[config.mk]
export PLATFORM = sky130hd
export DESIGN_NAME = fifo_access_sched
export DESIGN_NICKNAME = d
export VERILOG_FILES = /design/src/rtl/fifo_sched_pkg.sv /design/src/rtl/fifo_access_sched_rr_arbiter.sv /design/src/rtl/fifo_access_sched.sv
export SDC_FILE = /design/constraint.sdc
export NUM_CORES = 1
export LEC_CHECK = 0
export ABC_CLOCK_PERIOD_IN_PS = 2940
export BUFFER_PORTS_ARGS = -buffer_cell sky130_fd_sc_hd__buf_2
export CORE_MARGIN = 1
export CORE_UTILIZATION = 38
export CTS_CLUSTER_DIAMETER = 200
export DETAILED_ROUTE_END_ITERATION = 6
export PLACE_DENSITY = 0.65
export SLEW_MARGIN = 5
export SYNTH_ARGS = -nofsm -noshare
export SYNTH_HDL_FRONTEND = slang
export SYNTH_SLANG_ARGS = --single-unit
[constraint.sdc]
create_clock -name clk_i -period 2.94 [get_ports clk_i]
set_clock_uncertainty 0.15 [all_clocks]
set_input_delay 0.588 -clock clk_i [delete_from_list [all_inputs] [get_ports clk_i]]
set_output_delay 0.588 -clock clk_i [all_outputs]
set_load 0.01 [all_outputs]
[src/rtl/fifo_sched_pkg.sv]
// Shared definitions for the FIFO access scheduler: state encoding and
// width helpers for the occupancy and write-burst counters.
package fifo_sched_pkg;

  localparam logic [1:0] ST_IDLE  = 2'd0;
  localparam logic [1:0] ST_WRITE = 2'd1;
  localparam logic [1:0] ST_READ  = 2'd2;

  typedef enum logic [1:0] {
    IDLE  = ST_IDLE,
    WRITE = ST_WRITE,
    READ  = ST_READ
  } fsched_state_e;

  // Occupancy must be able to represent DEPTH itself, not just DEPTH-1.
  function automatic int level_w(input int depth);
    return $clog2(depth + 1);
  endfunction

  function automatic int burst_w(input int wr_burst);
    return (wr_burst < 1) ? 1 : $clog2(wr_burst + 1);
  endfunction

endpackage

[src/rtl/fifo_access_sched_rr_arbiter.sv]
// Round-robin arbiter: one-hot grant starting the search at the pointer,
// pointer moves past the winner only when a grant is issued.
module rr_arbiter #(
  parameter int N_REQ = 4
) (
  input  logic             clk_i,
  input  logic             rst_ni,
  input  logic [N_REQ-1:0] req_i,
  input  logic             en_i,
  output logic [N_REQ-1:0] gnt_o
);

  localparam int PW = (N_REQ > 1) ? $clog2(N_REQ) : 1;

  logic [PW-1:0] ptr_q;
  logic [PW-1:0] ptr_d;
  logic          found;

  // Two passes: requesters at or above the pointer first, then the wrap-around.
  always_comb begin
    gnt_o = '0;
    ptr_d = ptr_q;
    found = 1'b0;
    for (int j = 0; j < N_REQ; j++) begin
      if (en_i && !found && req_i[j] && (PW'(j) >= ptr_q)) begin
        gnt_o[j] = 1'b1;
        ptr_d    = PW'((j + 1) % N_REQ);
        found    = 1'b1;
      end
    end
    for (int j = 0; j < N_REQ; j++) begin
      if (en_i && !found && req_i[j] && (PW'(j) < ptr_q)) begin
        gnt_o[j] = 1'b1;
        ptr_d    = PW'((j + 1) % N_REQ);
        found    = 1'b1;
      end
    end
  end

  always_ff @(posedge clk_i or negedge rst_ni) begin
    if (!rst_ni) begin
      ptr_q <= '0;
    end else if (|gnt_o) begin
      ptr_q <= ptr_d;
    end
  end

endmodule

[src/rtl/fifo_access_sched.sv]
// Scheduler in front of one sync FIFO: round-robin writers, bounded-burst reads,
// shadow occupancy. Optional FSCHED_CHECK_EN adds a sticky flag/shadow sync check.
//
// state    | meaning
// ---------|-------------------------------------------------------------
// ST_IDLE  | no grant last cycle; writes preferred over reads
// ST_WRITE | write granted last cycle; burst_q counts the consecutive writes
// ST_READ  | read granted last cycle; a pending write takes the next slot
module fifo_access_sched
  import fifo_sched_pkg::*;
#(
  parameter int N_REQ    = 4,
  parameter int DEPTH    = 16,
  parameter int WIDTH    = 4,
  parameter int WR_BURST = 4
) (
  input  logic                      clk_i,
  input  logic                      rst_ni,
  input  logic [N_REQ-1:0]          req_i,
  input  logic [N_REQ*WIDTH-1:0]    wdata_i,
  output logic [N_REQ-1:0]          gnt_o,
  input  logic                      rd_req_i,
  output logic                      rd_gnt_o,
  output logic                      rd_valid_o,
  output logic [WIDTH-1:0]          rd_data_o,
  output logic                      fifo_rst_o,
  output logic                      fifo_wr_en_o,
  output logic [WIDTH-1:0]          fifo_wdata_o,
  output logic                      fifo_rd_en_o,
  input  logic [WIDTH-1:0]          fifo_rdata_i,
  input  logic                      fifo_full_i,
  input  logic                      fifo_empty_i,
  output logic [level_w(DEPTH)-1:0] level_o
`ifdef FSCHED_CHECK_EN
  ,
  output logic                      sync_err_o
`endif
);

  localparam int LW = level_w(DEPTH);
  localparam int BW = burst_w(WR_BURST);
  localparam logic [LW-1:0] CNT_MAX   = LW'(DEPTH);
  localparam logic [BW-1:0] BURST_MAX = BW'(WR_BURST);

  logic [1:0]       state_q, state_d;
  logic [BW-1:0]    burst_q, burst_d, burst_inc;
  logic [LW-1:0]    cnt_q;
  logic             fifo_rst_q;
  logic             wr_ok, rd_ok;
  logic             do_wr, do_rd;
  logic [N_REQ-1:0] arb_gnt;
  logic [WIDTH-1:0] wsel;
  logic             fifo_wr_en_q, fifo_rd_en_q, rd_valid_q;
  logic [WIDTH-1:0] fifo_wdata_q;

  // Decisions use only the shadow count; the FIFO's own flags lag by a cycle.
  assign wr_ok = !fifo_rst_q && (cnt_q < CNT_MAX) && (|req_i);
  assign rd_ok = !fifo_rst_q && (cnt_q != '0) && rd_req_i;

  assign burst_inc = (burst_q == BURST_MAX) ? burst_q : burst_q + BW'(1);

  always_comb begin
    do_wr   = 1'b0;
    do_rd   = 1'b0;
    state_d = state_q;
    burst_d = burst_q;
    case (state_q)
      ST_WRITE: begin
        if (rd_ok && (burst_q == BURST_MAX)) begin
          do_rd   = 1'b1;
          state_d = ST_READ;
        end else if (wr_ok) begin
          do_wr   = 1'b1;
          burst_d = burst_inc;
        end else if (rd_ok) begin
          do_rd   = 1'b1;
          state_d = ST_READ;
        end else begin
          state_d = ST_IDLE;
        end
      end
      ST_READ: begin
        if (wr_ok) begin
          do_wr   = 1'b1;
          state_d = ST_WRITE;
          burst_d = BW'(1);
        end else if (rd_ok) begin
          do_rd   = 1'b1;
        end else begin
          state_d = ST_IDLE;
        end
      end
      default: begin
        state_d = ST_IDLE;
        if (wr_ok) begin
          do_wr   = 1'b1;
          state_d = ST_WRITE;
          burst_d = BW'(1);
        end else if (rd_ok) begin
          do_rd   = 1'b1;
          state_d = ST_READ;
        end
      end
    endcase
  end

  rr_arbiter #(
    .N_REQ(N_REQ)
  ) u_arb (
    .clk_i (clk_i),
    .rst_ni(rst_ni),
    .req_i (req_i),
    .en_i  (do_wr),
    .gnt_o (arb_gnt)
  );

  always_comb begin
    wsel = '0;
    for (int k = 0; k < N_REQ; k++) begin
      if (arb_gnt[k]) wsel = wsel | wdata_i[k*WIDTH +: WIDTH];
    end
  end

  always_ff @(posedge clk_i or negedge rst_ni) begin
    if (!rst_ni) begin
      fifo_rst_q   <= 1'b1;
      state_q      <= ST_IDLE;
      burst_q      <= '0;
      cnt_q        <= '0;
      fifo_wr_en_q <= 1'b0;
      fifo_wdata_q <= '0;
      fifo_rd_en_q <= 1'b0;
      rd_valid_q   <= 1'b0;
    end else begin
      fifo_rst_q   <= 1'b0;
      state_q      <= state_d;
      burst_q      <= burst_d;
      if (do_wr)      cnt_q <= cnt_q + LW'(1);
      else if (do_rd) cnt_q <= cnt_q - LW'(1);
      fifo_wr_en_q <= do_wr;
      fifo_wdata_q <= do_wr ? wsel : '0;
      fifo_rd_en_q <= do_rd;
      rd_valid_q   <= fifo_rd_en_q;
    end
  end

  assign gnt_o        = arb_gnt;
  assign rd_gnt_o     = do_rd;
  assign rd_valid_o   = rd_valid_q;
  assign rd_data_o    = fifo_rdata_i;
  assign fifo_rst_o   = fifo_rst_q;
  assign fifo_wr_en_o = fifo_wr_en_q;
  assign fifo_wdata_o = fifo_wdata_q;
  assign fifo_rd_en_o = fifo_rd_en_q;
  assign level_o      = cnt_q;

`ifdef FSCHED_CHECK_EN
  logic sync_err_q;
  logic in_flight;

  // Flags are only comparable once every issued command has landed in the FIFO.
  assign in_flight = fifo_wr_en_q | fifo_rd_en_q | fifo_rst_q;

  always_ff @(posedge clk_i or negedge rst_ni) begin
    if (!rst_ni) begin
      sync_err_q <= 1'b0;
    end else if (!in_flight &&
                 (((cnt_q == CNT_MAX) != fifo_full_i) ||
                  ((cnt_q == '0) != fifo_empty_i))) begin
      sync_err_q <= 1'b1;
    end
  end

  assign sync_err_o = sync_err_q;
`else
  logic unused_flags;
  assign unused_flags = fifo_full_i ^ fifo_empty_i;
`endif

endmodule

Yosys cells after proc, flatten, opt, wreduce, memory -nomap -nowiden
Index checks and enable logic that the tools add are counted.
{"block": "totals", "regBits": 20, "latch_bits": 0, "ram_bits": 0, "mem_bits_ro": 0, "in_bits": 29, "out_inout_bits": 22, "elab_cells": 125, "memories": 0}
{"block": "classes", "addsub": 3, "n_mul": 0, "div_mod_pow": 0, "magnitude_cmp": 9, "n_eq_ne": 7, "shift": 0, "muxes": 48, "n_bitwise": 3, "n_reduce_logical": 46}
{"op": "logical AND 1 bit", "count": 28}
{"op": "two-way mux 2 bit", "count": 14}
{"op": "two-way mux 1 bit", "count": 21}
{"op": "two-way mux 4 bit", "count": 5}
{"op": "two-way mux 3 bit", "count": 5}
{"op": "bitwise OR 4 bit", "count": 3}
{"op": "two-way mux 5 bit", "count": 2}
{"op": "zero test 1 bit", "count": 8}
{"op": "nonzero test 8 bit", "count": 1}
{"op": "OR reduction 4 bit", "count": 2}
{"op": "!= test 3 bit (second input constant)", "count": 2}
{"op": "nonzero test 2 bit", "count": 3}
{"op": "adder 5 x 1 -> 5 bit (second input constant)", "count": 1}
{"op": "< comparator 5 bit (second input constant)", "count": 1}
{"op": "nonzero test 5 bit", "count": 1}
{"op": "subtractor 5 x 1 -> 5 bit (second input constant)", "count": 1}
{"op": ">= comparator 1 x 2 -> 1 bit (first input constant)", "count": 2}
{"op": ">= comparator 2 bit (first input constant)", "count": 2}
{"op": "< comparator 1 x 2 -> 1 bit (first input constant)", "count": 2}
{"op": "< comparator 2 bit (first input constant)", "count": 2}
{"op": "!= test 2 bit (second input constant)", "count": 2}
{"op": "one-hot mux 2 bit (2 select lines)", "count": 1}
{"op": "AND reduction 2 bit", "count": 2}
{"op": "AND reduction 4 bit", "count": 1}
{"op": "4 further kinds", "count": 4}

Longest topological paths before layout
Gate-level depths: netlist (run 1).
{"block": "logic_depth", "word_depth": 46, "depth_mapped": 11, "mapped_depth_nobuf": 10}

Cells and area by module
From an unflattened synthesis (run 1), not the netlist that was laid out.
{"block": "hier_totals", "hier_cells": 131, "hier_area_um2": 1270.0}
{"module": "fifo_access_sched", "instances": 1, "cells_each": 98, "area_each_um2": 1004.7, "seq_area_each_um2": 451.7}
{"module": "rr_arbiter", "instances": 1, "cells_each": 33, "area_each_um2": 265.3, "seq_area_each_um2": 50.0}

Worst setup path before layout (run 1)
OpenSTA, ideal clock, no wires.
{"block": "synth_timing", "path_type": "input to register", "from": "in req_i[0]", "to": "reg cnt_q[3] (netlist: level_o[3])", "setup_ns": 0.125, "arrival_time_ns": 2.369, "required_ns": 2.665, "setup_slack_ns": 0.296, "path_stages": 10, "path_buffers": 2, "path_cell_list": "buf_4 > nor4_4 > nor3_2 > o21ai_2 > buf_2 > ha_1 > a21o_1 > a21oi_1 > xnor2_1 > mux2_4"}
{"block": "synth_between", "elab_chain_cells": 6, "word_cells_on_any_way": 10, "cone_classes": "mux: 7; reduce/logical: 3"}
{"element": "start, declared", "line_no": "fifo_access_sched.sv:19", "source": "input logic [N_REQ-1:0] req_i,"}
{"element": "OR reduction 4 bit *", "line_no": "fifo_access_sched.sv:57", "source": "assign wr_ok = !fifo_rst_q && (cnt_q < CNT_MAX) && (|req_i);"}
{"element": "logical AND 1 bit *", "line_no": "fifo_access_sched.sv:57"}
{"element": "two-way mux 1 bit, on equally long branches", "line_no": "fifo_access_sched.sv:72, fifo_access_sched.sv:83, fifo_access_sched.sv:95"}
{"element": "two-way mux 1 bit", "line_no": "fifo_access_sched.sv:69", "source": "if (rd_ok && (burst_q == BURST_MAX)) begin"}
{"element": "two-way mux 1 bit"}
{"element": "two-way mux 5 bit / nonzero test 2 bit (equally long branches)"}
{"element": "end signal, assigned", "line_no": "fifo_access_sched.sv:138", "source": "if (do_wr) cnt_q <= cnt_q + LW'(1);"}
{"element": "end signal, assigned", "line_no": "fifo_access_sched.sv:139", "source": "else if (do_rd) cnt_q <= cnt_q - LW'(1);"}
{"element": "end, declared", "line_no": "fifo_access_sched.sv:47", "source": "logic [LW-1:0] cnt_q;"}
Every way passes the cells marked *; elsewhere a longest branch is shown, timed or not.
A chain may end at the register's enable or synchronous reset.

Worst setup path in the final report (run 1)
{"block": "layout_timing", "from": "reg cnt_q[4] (netlist: level_o[4])", "to": "out gnt_o[0]"}
{"block": "layout_between", "elab_chain_cells": 29, "word_cells_on_any_way": 33, "cone_classes": "order compare: 1; mux: 8; reduce/logical: 24"}
{"element": "< comparator 5 bit / nonzero test 5 bit (equally long branches)", "line_no": "fifo_access_sched.sv:57, fifo_access_sched.sv:58"}
{"element": "logical AND 1 bit, on equally long branches (2 in series)", "line_no": "fifo_access_sched.sv:57, fifo_access_sched.sv:58"}
{"element": "two-way mux 1 bit / logical AND 1 bit (equally long branches)"}
{"element": "two-way mux 1 bit", "line_no": "fifo_access_sched.sv:69"}
{"element": "two-way mux 1 bit *"}
{"element": "logical AND 1 bit (2 in series)", "line_no": "fifo_access_sched_rr_arbiter.sv:25", "source": "if (en_i && !found && req_i[j] && (PW'(j) >= ptr_q)) begin"}
{"element": "two-way mux 1 bit", "line_no": "fifo_access_sched_rr_arbiter.sv:25"}
{"element": "zero test 1 bit", "line_no": "fifo_access_sched_rr_arbiter.sv:25"}
{"element": "[... 5 more ...]"}
{"element": "logical AND 1 bit (3 in series)", "line_no": "fifo_access_sched_rr_arbiter.sv:25"}
{"element": "two-way mux 1 bit", "line_no": "fifo_access_sched_rr_arbiter.sv:25"}
{"element": "zero test 1 bit", "line_no": "fifo_access_sched_rr_arbiter.sv:25"}
{"element": "logical AND 1 bit (3 in series)", "line_no": "fifo_access_sched_rr_arbiter.sv:25"}
{"element": "two-way mux 1 bit", "line_no": "fifo_access_sched_rr_arbiter.sv:25"}
{"element": "zero test 1 bit", "line_no": "fifo_access_sched_rr_arbiter.sv:32", "source": "if (en_i && !found && req_i[j] && (PW'(j) < ptr_q)) begin"}
{"element": "logical AND 1 bit (3 in series)", "line_no": "fifo_access_sched_rr_arbiter.sv:32"}
{"element": "two-way mux 1 bit *", "line_no": "fifo_access_sched_rr_arbiter.sv:32"}
{"element": "end, declared", "line_no": "fifo_access_sched.sv:21", "source": "output logic [N_REQ-1:0] gnt_o,"}
Marks and branches as above.

==> results.py, run 1 <==
metrics = {
    "logic_synthesis": {
        "synth_enable_flop_cells": 0,
        "yosys.area.top_type": "dfrtp_1",
        "syn_area_per_cell_um2": 10.1,
        "synthMuxAreaShare_pct": 5.20,
        "synthArstFlopShare_pct": 100,
        "synth_top_family_by_area": "compound AO/OA/AOI/OAI gates",
        "synth_cell_types": 46,
        "synth_most_common_cell": "dfrtp_1",
        "synth_fa_ha_area_share_pct": 7.99,
        "synth_area_um2": 1350,
        "synth_xor_area_share_pct": 2.60,
        "synth_cells": 133,
        "synth_seq_cells": 20,
        "synth_compound_area_share_pct": 23.1,
        "yosysWarnings": 0,
        "ys_top_cells_by_area": "dfrtp_1 (35%), ha_1 (6.5%), mux2i_1 (3.0%)",
        "netlist.area_leader.share_pct": 35.3,
        "syn-num-nets": 170,
        "ys.flop_type": "dfrtp_1",
        "synth_commonest_cells": "dfrtp_1 (19), inv_1 (10), nor2_1 (8)",
        "yosysSeqAreaShare_pct": 37.3,
        "synthSimpleGateAreaFrac_pct": 16.1,
    },
    "floorplanning": {
        "die_w_um": 61.5,
        "ioPinCount": 51,
        "chipHeight_um": 61.5,
        "die_area_um2": 3780,
        "core-area_um2": 3360,
        "rows": 21,
        "start_util_pct": 40.0,
    },
    "worst_hold_path": {
        "worstHoldPathType": "in -> async",
    },
    "critical_path": {
        "cp.required_ns": 2.20,
        "worstReg2RegStart": "level_o[4]",
        "r2r_cells": 8,
        "crit_fanout": 10,
        "cpPeakStageDelay_ns": 0.48,
        "crit_chain": "nor4_2 -> a21o_2 -> o21ai_2 -> buf_4 -> nor2_1 -> buf_2",
        "end_kind": "primary output",
        "reg2reg_slack_ns": 0.42,
        "start_kind": "register",
        "r2r_end": "level_o[3]",
        "cp-startpoint": "level_o[4]",
        "crit_end": "gnt_o[0]",
        "critPathKind": "reg -> out",
        "arrival_ns": 2.06,
        "cpMaxStageDelayCell": "dfrtp_1",
    },
    "status": {
        "status": "finished clean",
    },
    "clocking": {
        "ctsHoldBuffers": 0,
        "insertion_delay_ns": 0.30,
        "cts.clk_slew.worst_paths_ns": 0.11,
        "cts_buffers": 3,
        "cts_tree": "yes",
        "cts_setup_buffers": 0,
        "cts_buffer_depth": 2,
        "cts_root_buffer": "clkbuf_4",
        "cts_resized": 0,
        "ctsHtreeMaxLevel": 1,
        "numClockSinks": 20,
    },
    "sta": {
        "holdWs_ns": 0.0673,
        "final_hold_viol_count": 0,
        "drv_slew": 0,
        "maxSlewHeadroom_pct": 59.6,
        "fin_tns_setup_ns": 0,
        "min_period_ns": 2.80,
        "rsz0062_at_grt": "false",
        "finalSetupViolCount": 0,
        "timing.final.crit_share_pct": 95.2,
        "max_freq_mhz": 357,
        "tightest_slew_ns": 0.600,
    },
    "routing": {
        "dr.pass1.iters": 4,
        "routed_wl_um": 3010,
        "drt-initial-drc-count": 38,
        "antenna_left": 0,
        "post_drt_wl_per_cell_um": 13.9,
        "viasPerCell": 5.26,
        "dr_total_vias": 1141,
        "drc_errors": 0,
    },
    "grt": {
        "grt_pass1_wl_um": 4510,
        "grt_pass1_vias": 994,
        "track_usage_pct": 15.9,
        "grt_overflow": 0,
        "grt_antenna_before_repair": 0,
        "grt_max_degree": 21,
    },
    "place": {
        "hpwl_um": 2400,
        "io_buffers": 40,
        "placed_cell_area_um2": 1560,
        "routabilityCongestion": 0.808,
    },
    "final_layout": {
        "area_growth_pct": 18.9,
        "layout-drive-gt1-share_pct": 33.9,
        "antennaDiodeCount": 0,
        "final_cell_area_um2": 1600,
        "nets": 209,
    },
    "flow_run": {
        "drv_cap": 0,
    },
    "power_and_ir_drop": {
        "pwr-share-comb_pct": 53.6,
        "power_leakage_nw": 0.743,
        "internal_power_mw": 0.787,
        "power_switching_mw": 0.567,
        "p_seq_share_pct": 34.5,
        "clkPwrFrac_pct": 11.8,
        "pwr_density_cell_nw_per_um2": 846,
        "switching_share_pct": 41.9,
        "peakVddDrop_v": 0.000408,
    },
}
[critical path: cells and delay by family (launching register included)]
kind	cells	cell delay [ns]
flops	1	0.48
simple gates	2	0.48
compound gates	2	0.44
buf+inv	2	0.36
[cells by family (layout without fill, tap and decap cells)]
kind of cell | after synthesis | in the layout
xor gates and xnor gates | 4 | 4
DFF | 20 | 20
adders and majority gates | 8 | 8
buffers and inverters | 19 | 57
muxes | 6 | 6
AOI/OAI and AO/OA | 40 | 40
other | 1 | 1
and+or+nand+nor | 35 | 35
[flip-flops by register name, summed over array words and instances (netlist names)]
signal / count
rd_valid_o: 1
u_arb.ptr_q: 2
fifo_rst_o: 1
burst_q: 3
level_o: 5
state_q: 2
fifo_wr_en_o: 1
fifo_wdata_o: 4
fifo_rd_en_o: 1
[cell type report]
class | count | area, µm²
Clock buffer | 4 | 36.3
Fill cell | 356 | 1760
Inverter | 10 | 37.5
Multi-Input combinational cell | 94 | 744
Sequential cell | 20 | 502
Tap cell | 46 | 57.6
Timing Repair Buffer | 43 | 223
[cell usage in the layout (no fill, tap or decap), drive strengths merged, types with 2 or more instances in the layout]
cell type,n
inv,10
nand2,4
mux2,2
buf,43
o21ai,6
a21oi,7
a32oi,4
mux2i,4
nor4,2
o31a,2
nor2,8
dfrtp,19
nand3,6
nor2b,4
nand4,4
a21o,3
clkbuf,4
a211oi,3
nand2b,2
ha,7
xnor2,3
o31ai,2
or3,2
a31oi,4
[how the worst min path moves through the flow]
stage	slack [ns]	end	from
floorplan	0.14	burst_q[0]	rst_ni
global placement	0.21	rd_valid_o	fifo_rd_en_o
detailed placement	0.22	rd_valid_o	fifo_rd_en_o
CTS	0.08	state_q[0]	rst_ni
global route	0.08	state_q[0]	rst_ni
finish	0.07	state_q[0]	rst_ni
[stage by stage]
step	util, %	worst slack, ns	power (mW)	cells
final	47.6	0.141	1.35	217
after global routing	47.6	0.000530	1.48	217
after CTS	47.6	0.135	1.37	217
after detailed placement	46.5	0.219	1.20	213
after floorplan	-	0.296	1.00	133
after global placement	46.5	0.245	1.17	213
[power by group through the flow]
| stage | clock [mW] | sequential (mW) | combinational (mW) |
|---|---|---|---|
| 3_5_place_dp | 0 | 0.473 | 0.730 |
| 2_1_floorplan | 0 | 0.467 | 0.534 |
| 3_3_place_gp | 0 | 0.465 | 0.701 |
| 4_1_cts | 0.168 | 0.467 | 0.734 |
| 5_1_grt | 0.183 | 0.484 | 0.809 |
| 6_report | 0.160 | 0.467 | 0.726 |
[metal layers]
metal  vias to the layer above  wire (µm)  part of all wire (%)  track usage, %
met1                       557       1390                    46            22.5
li1                        565          -                     -               -
met3                         2        100                   3.3            2.52
met4                         0          4                  0.13            3.81
met2                        17       1520                    50            25.7
met5                         -          0                     0               0
Note: power is estimated with default switching activity, not from simulation.
==> run 2, diff against run 1 <==
Settings changed: GPL_TIMING_DRIVEN from default to 0.
==> results.py, run 2 (same netlist as run 1, synthesis figures left out) <==
metrics = {
    "power_and_ir_drop": {
        "power_switching_mw": 0.596,
        "total_power_mw": 1.45,
        "clkPwrFrac_pct": 16.1,
        "pwr_density_cell_nw_per_um2": 862,
        "switching_share_pct": 41.2,
        "peakVddDrop_v": 0.000659,
        "power_leakage_nw": 0.788,
        "internal_power_mw": 0.852,
        "p_seq_share_pct": 32.1,
        "pwr-share-comb_pct": 51.8,
    },
    "final_layout": {
        "layout_commonest_cell": "buf_2",
        "largest_reg_flops": 5,
        "nets": 218,
        "final_cell_area_um2": 1680,
        "area_growth_pct": 24.8,
        "stdcell_count": 226,
        "final_core_util_pct": 50.0,
        "layout-drive-gt1-share_pct": 36.7,
        "antennaDiodeCount": 0,
        "final_cell_mix": "buf_2 (45), dfrtp_1 (19), inv_1 (10), nor2_1 (8)",
    },
    "critical_path": {
        "path_delay_family": "flip-flops",
        "cpMaxStageDelayCell": "dfrtp_1",
        "cpPeakStageDelay_ns": 0.49,
        "start_kind": "register",
        "r2r_cells": 10,
        "cp.required_ns": 2.20,
        "r2r_end": "level_o[3]",
        "reg2reg_slack_ns": 0.26,
        "crit_top_cell": "buf_2",
        "critPathKind": "reg -> out",
        "crit_fanout": 12,
        "end_kind": "primary output",
        "arrival_ns": 2.02,
        "crit_chain": "nor4_4 -> a21o_2 -> o21ai_2 -> buf_2 -> nor2_1 -> buf_2",
        "critPathBufInv": 2,
        "worstReg2RegStart": "burst_q[0]",
    },
    "sta": {
        "drv_slew": 0,
        "timing.final.crit_share_pct": 93.8,
        "final_hold_viol_count": 0,
        "max_freq_mhz": 363,
        "maxSlewHeadroom_pct": 59.0,
        "finalSetupViolCount": 0,
        "fin_tns_setup_ns": 0,
        "min_period_ns": 2.76,
        "rsz0062_at_grt": "false",
        "tightest_slew_ns": 0.609,
    },
    "grt": {
        "grt_pass1_wl_um": 5000,
        "grt_max_degree": 21,
        "grt_antenna_before_repair": 0,
        "track_usage_pct": 17.9,
        "grt_overflow": 0,
        "grt_pass1_vias": 1110,
    },
    "routing": {
        "dr_total_vias": 1192,
        "viasPerCell": 5.27,
        "antenna_left": 0,
        "drt-initial-drc-count": 52,
        "routed_wl_um": 3120,
        "dr.pass1.iters": 4,
        "drc_errors": 0,
        "post_drt_wl_per_cell_um": 13.8,
    },
    "clocking": {
        "ctsHtreeMaxLevel": 1,
        "cts_tree": "yes",
        "cts.clk_slew.worst_paths_ns": 0.12,
        "numClockSinks": 20,
        "cts_buffer_depth": 2,
        "cts_buffers": 3,
        "cts_root_buffer": "clkbuf_4",
        "cts_setup_buffers": 0,
        "insertion_delay_ns": 0.31,
    },
    "floorplanning": {
        "start_util_pct": 40.0,
        "die_area_um2": 3780,
        "die_w_um": 61.5,
        "rows": 21,
        "chipHeight_um": 61.5,
        "ioPinCount": 51,
        "core-area_um2": 3360,
    },
    "place": {
        "io_buffers": 43,
        "hpwl_um": 2390,
        "dp.cells": 222,
        "placed_cell_area_um2": 1620,
        "routabilityCongestion": 0.783,
    },
    "status": {
        "status": "finished clean",
    },
    "worst_hold_path": {
        "worstHoldPathType": "in -> async",
    },
    "flow_run": {
        "drv_cap": 0,
    },
}
## run 2: cell count changes in the layout (fill, tap and decap cells not counted), sizes merged
cell | before | now
buf | 43 | 51
bufinv | 0 | 1
## run 2: power groups by stage
stage,Combinational [mW],Sequential (mW),Clock (mW)
global placement,0.719,0.452,0
floorplan,0.534,0.467,0
global route,0.846,0.478,0.247
CTS,0.752,0.454,0.236
finish,0.751,0.464,0.233
detailed placement,0.746,0.459,0
## run 2: stage by stage
stage,hold slack [ns],setup WS (ns)
floorplan,0.142,0.296
global placement,0.210,0.0329
detailed placement,0.212,0.00535
CTS,0.0654,0.132
global route,0.0830,0.00975
finish,0.0477,0.182
## run 2: metal layers
metal,track usage [%],vias to the layer above,share of wire [%]
li1,-,581,-
met1,24.9,580,44
met2,28.6,26,51
met3,2.94,5,3.5
met4,5.40,0,1.2
met5,0,-,0
## run 2: worst max-delay path by stage
stage | start | end | cells past startpoint
after global placement | req_i[0] | level_o[3] | 10
after CTS | level_o[4] | gnt_o[0] | 6
after global routing | level_o[4] | gnt_o[1] | 6
after detailed placement | req_i[0] | level_o[3] | 10
after floorplan | req_i[0] | level_o[3] | 10
final | level_o[4] | gnt_o[0] | 6
## run 2: worst register-to-register path, stage by stage (launching register included)
cell and delay (ns):
dfrtp_1 0.44, inv_1 0.12, ha_1 0.23, nand3_1 0.18
o21ai_2 0.22, buf_2 0.29, ha_1 0.29, a21o_1 0.17
a21oi_1 0.17, xnor2_1 0.09, mux2_4 0.25
## run 2: area by class of cell
| class | instances | area, µm² |
|---|---|---|
| buffer | 9 | 62.6 |
| clock buffer | 3 | 22.5 |
| clock inverter | 1 | 30.0 |
| fill | 326 | 1680 |
| inverter | 10 | 37.5 |
| multi-input combinational | 94 | 753 |
| sequential | 20 | 502 |
| tap | 46 | 57.6 |
| timing repair buffer | 43 | 215 |
## run 2: what timing repair did
action	CTS	global route
resized for setup	0	1
hold buffers	0	0
endpoints found under the hold margin	0	0
endpoints found under the setup margin	0	5
==> run 3, diff against run 2 <==
Settings changed: RECOVER_POWER from default to 25.
==> results.py, run 3 (same netlist as run 1, synthesis figures left out) <==
metrics = {
    "status": {
        "status": "finished clean",
    },
    "sta": {
        "rsz0062_at_grt": "false",
        "timing.final.crit_share_pct": 93.8,
        "drv_slew": 0,
        "fin_tns_setup_ns": 0,
        "max_freq_mhz": 363,
        "min_period_ns": 2.76,
        "tightest_slew_ns": 1.06,
        "maxSlewHeadroom_pct": 29.1,
        "finalSetupViolCount": 0,
        "final_hold_viol_count": 0,
    },
    "critical_path": {
        "crit_fanout": 12,
        "arrival_ns": 2.02,
        "cp.required_ns": 2.20,
        "cpPeakStageDelay_ns": 0.49,
        "crit_top_cell": "buf_2",
        "crit_chain": "nor4_4 -> a21o_2 -> o21ai_2 -> buf_2 -> nor2_1 -> buf_2",
        "end_kind": "primary output",
        "cpMaxStageDelayCell": "dfrtp_1",
        "critPathBufInv": 2,
        "path_delay_family": "flip-flops",
        "critPathKind": "reg -> out",
        "start_kind": "register",
    },
    "final_layout": {
        "nets": 218,
        "final_cell_area_um2": 1680,
        "layout-drive-gt1-share_pct": 36.1,
        "antennaDiodeCount": 0,
        "final_cell_mix": "buf_2 (44), dfrtp_1 (19), inv_1 (10), nor2_1 (8)",
        "stdcell_count": 226,
        "area_growth_pct": 24.7,
        "layout_commonest_cell": "buf_2",
        "largest_reg_flops": 5,
    },
    "routing": {
        "antenna_left": 0,
        "drt-initial-drc-count": 52,
        "dr_total_vias": 1192,
        "routed_wl_um": 3120,
        "drc_errors": 0,
        "viasPerCell": 5.27,
        "dr.pass1.iters": 4,
        "post_drt_wl_per_cell_um": 13.8,
    },
    "grt": {
        "track_usage_pct": 17.9,
        "grt_pass1_wl_um": 5000,
        "grt_pass1_vias": 1110,
        "grt_overflow": 0,
        "top_usage_layer": "met2",
        "met2_usage_pct": 28.6,
        "met1_usage_pct": 24.9,
        "grtUsageMet3_pct": 2.94,
        "grt_antenna_before_repair": 0,
        "grt_max_degree": 21,
    },
    "place": {
        "io_buffers": 43,
        "dp.cells": 222,
        "routabilityCongestion": 0.783,
        "hpwl_um": 2390,
        "placed_cell_area_um2": 1620,
    },
    "clocking": {
        "cts_root_buffer": "clkbuf_4",
        "numClockSinks": 20,
        "cts_setup_buffers": 0,
        "insertion_delay_ns": 0.31,
        "cts_tree": "yes",
        "cts_resized": 0,
        "cts.clk_slew.worst_paths_ns": 0.12,
        "cts_buffers": 3,
        "cts_buffer_depth": 2,
        "ctsHtreeMaxLevel": 1,
        "ctsHoldBuffers": 0,
    },
    "worst_hold_path": {
        "worstHoldPathType": "reg -> reg",
    },
    "floorplanning": {
        "chipHeight_um": 61.5,
        "start_util_pct": 40.0,
        "core-area_um2": 3360,
        "ioPinCount": 51,
        "die_w_um": 61.5,
        "rows": 21,
        "die_area_um2": 3780,
    },
    "flow_run": {
        "drv_cap": 0,
    },
    "power_and_ir_drop": {
        "peakVddDrop_v": 0.000659,
        "power_leakage_nw": 0.785,
        "pwr_density_cell_nw_per_um2": 862,
    },
}
run 3: changes by cell type in the layout (fill, tap and decap cells not counted), sizes merged:
cell / delta
clkbuf: +1
buf: -1
run 3: power breakdown:
| part | internal, mW | switching (mW) |
|---|---|---|
| clock | 0.138 | 0.0951 |
| combinational | 0.346 | 0.404 |
| sequential | 0.368 | 0.0968 |
run 3: path summary, 6_finish.rpt:
kind | cells past startpoint | slack (ns) | end | start
hold / removal | 0 | 0.24 | rd_valid_o | fifo_rd_en_o
setup reg to reg | 10 | 0.26 | level_o[3] | burst_q[0]
max in group asynchronous | 1 | 1.73 | fifo_wr_en_o | rst_ni
setup / recovery | 6 | 0.18 | gnt_o[0] | level_o[4]
min in group asynchronous | 1 | 0.28 | state_q[1] | rst_ni
hold reg to reg | 0 | 0.24 | rd_valid_o | fifo_rd_en_o
run 3: metal layers:
metal  vias to the layer above  wire length [µm]
li1                        581                 -
met1                       580              1370
met2                        26              1610
met3                         5               109
met4                         0                37
met5                         -                 0
run 3: area by class of cell:
type | count | area [µm²]
Fill cell | 327 | 1680
Multi-Input combinational cell | 94 | 753
Sequential cell | 20 | 502
Timing Repair Buffer | 43 | 214
Buffer | 9 | 62.6
Tap cell | 46 | 57.6
Inverter | 10 | 37.5
Clock inverter | 1 | 30.0
Clock buffer | 3 | 22.5
run 3: through the flow:
stage	worst slack [ns]	hold WS, ns	utilization, %	total power, mW
2_1_floorplan	0.296	0.142	-	1.00
3_3_place_gp	0.0329	0.210	48.1	1.17
3_5_place_dp	0.00535	0.212	48.1	1.20
4_1_cts	0.132	0.0654	49.7	1.44
5_1_grt	0.00975	0.261	49.9	1.57
6_report	0.182	0.236	49.9	1.45
run 3: worst reg2reg max path, stage by stage, from the launching register on:
cell and delay, ns:
dfrtp_1 0.44, inv_1 0.12, ha_1 0.23, nand3_1 0.18, o21ai_2 0.22, buf_2 0.29, ha_1 0.29, a21o_1 0.17
a21oi_1 0.17, xnor2_1 0.09, mux2_4 0.25
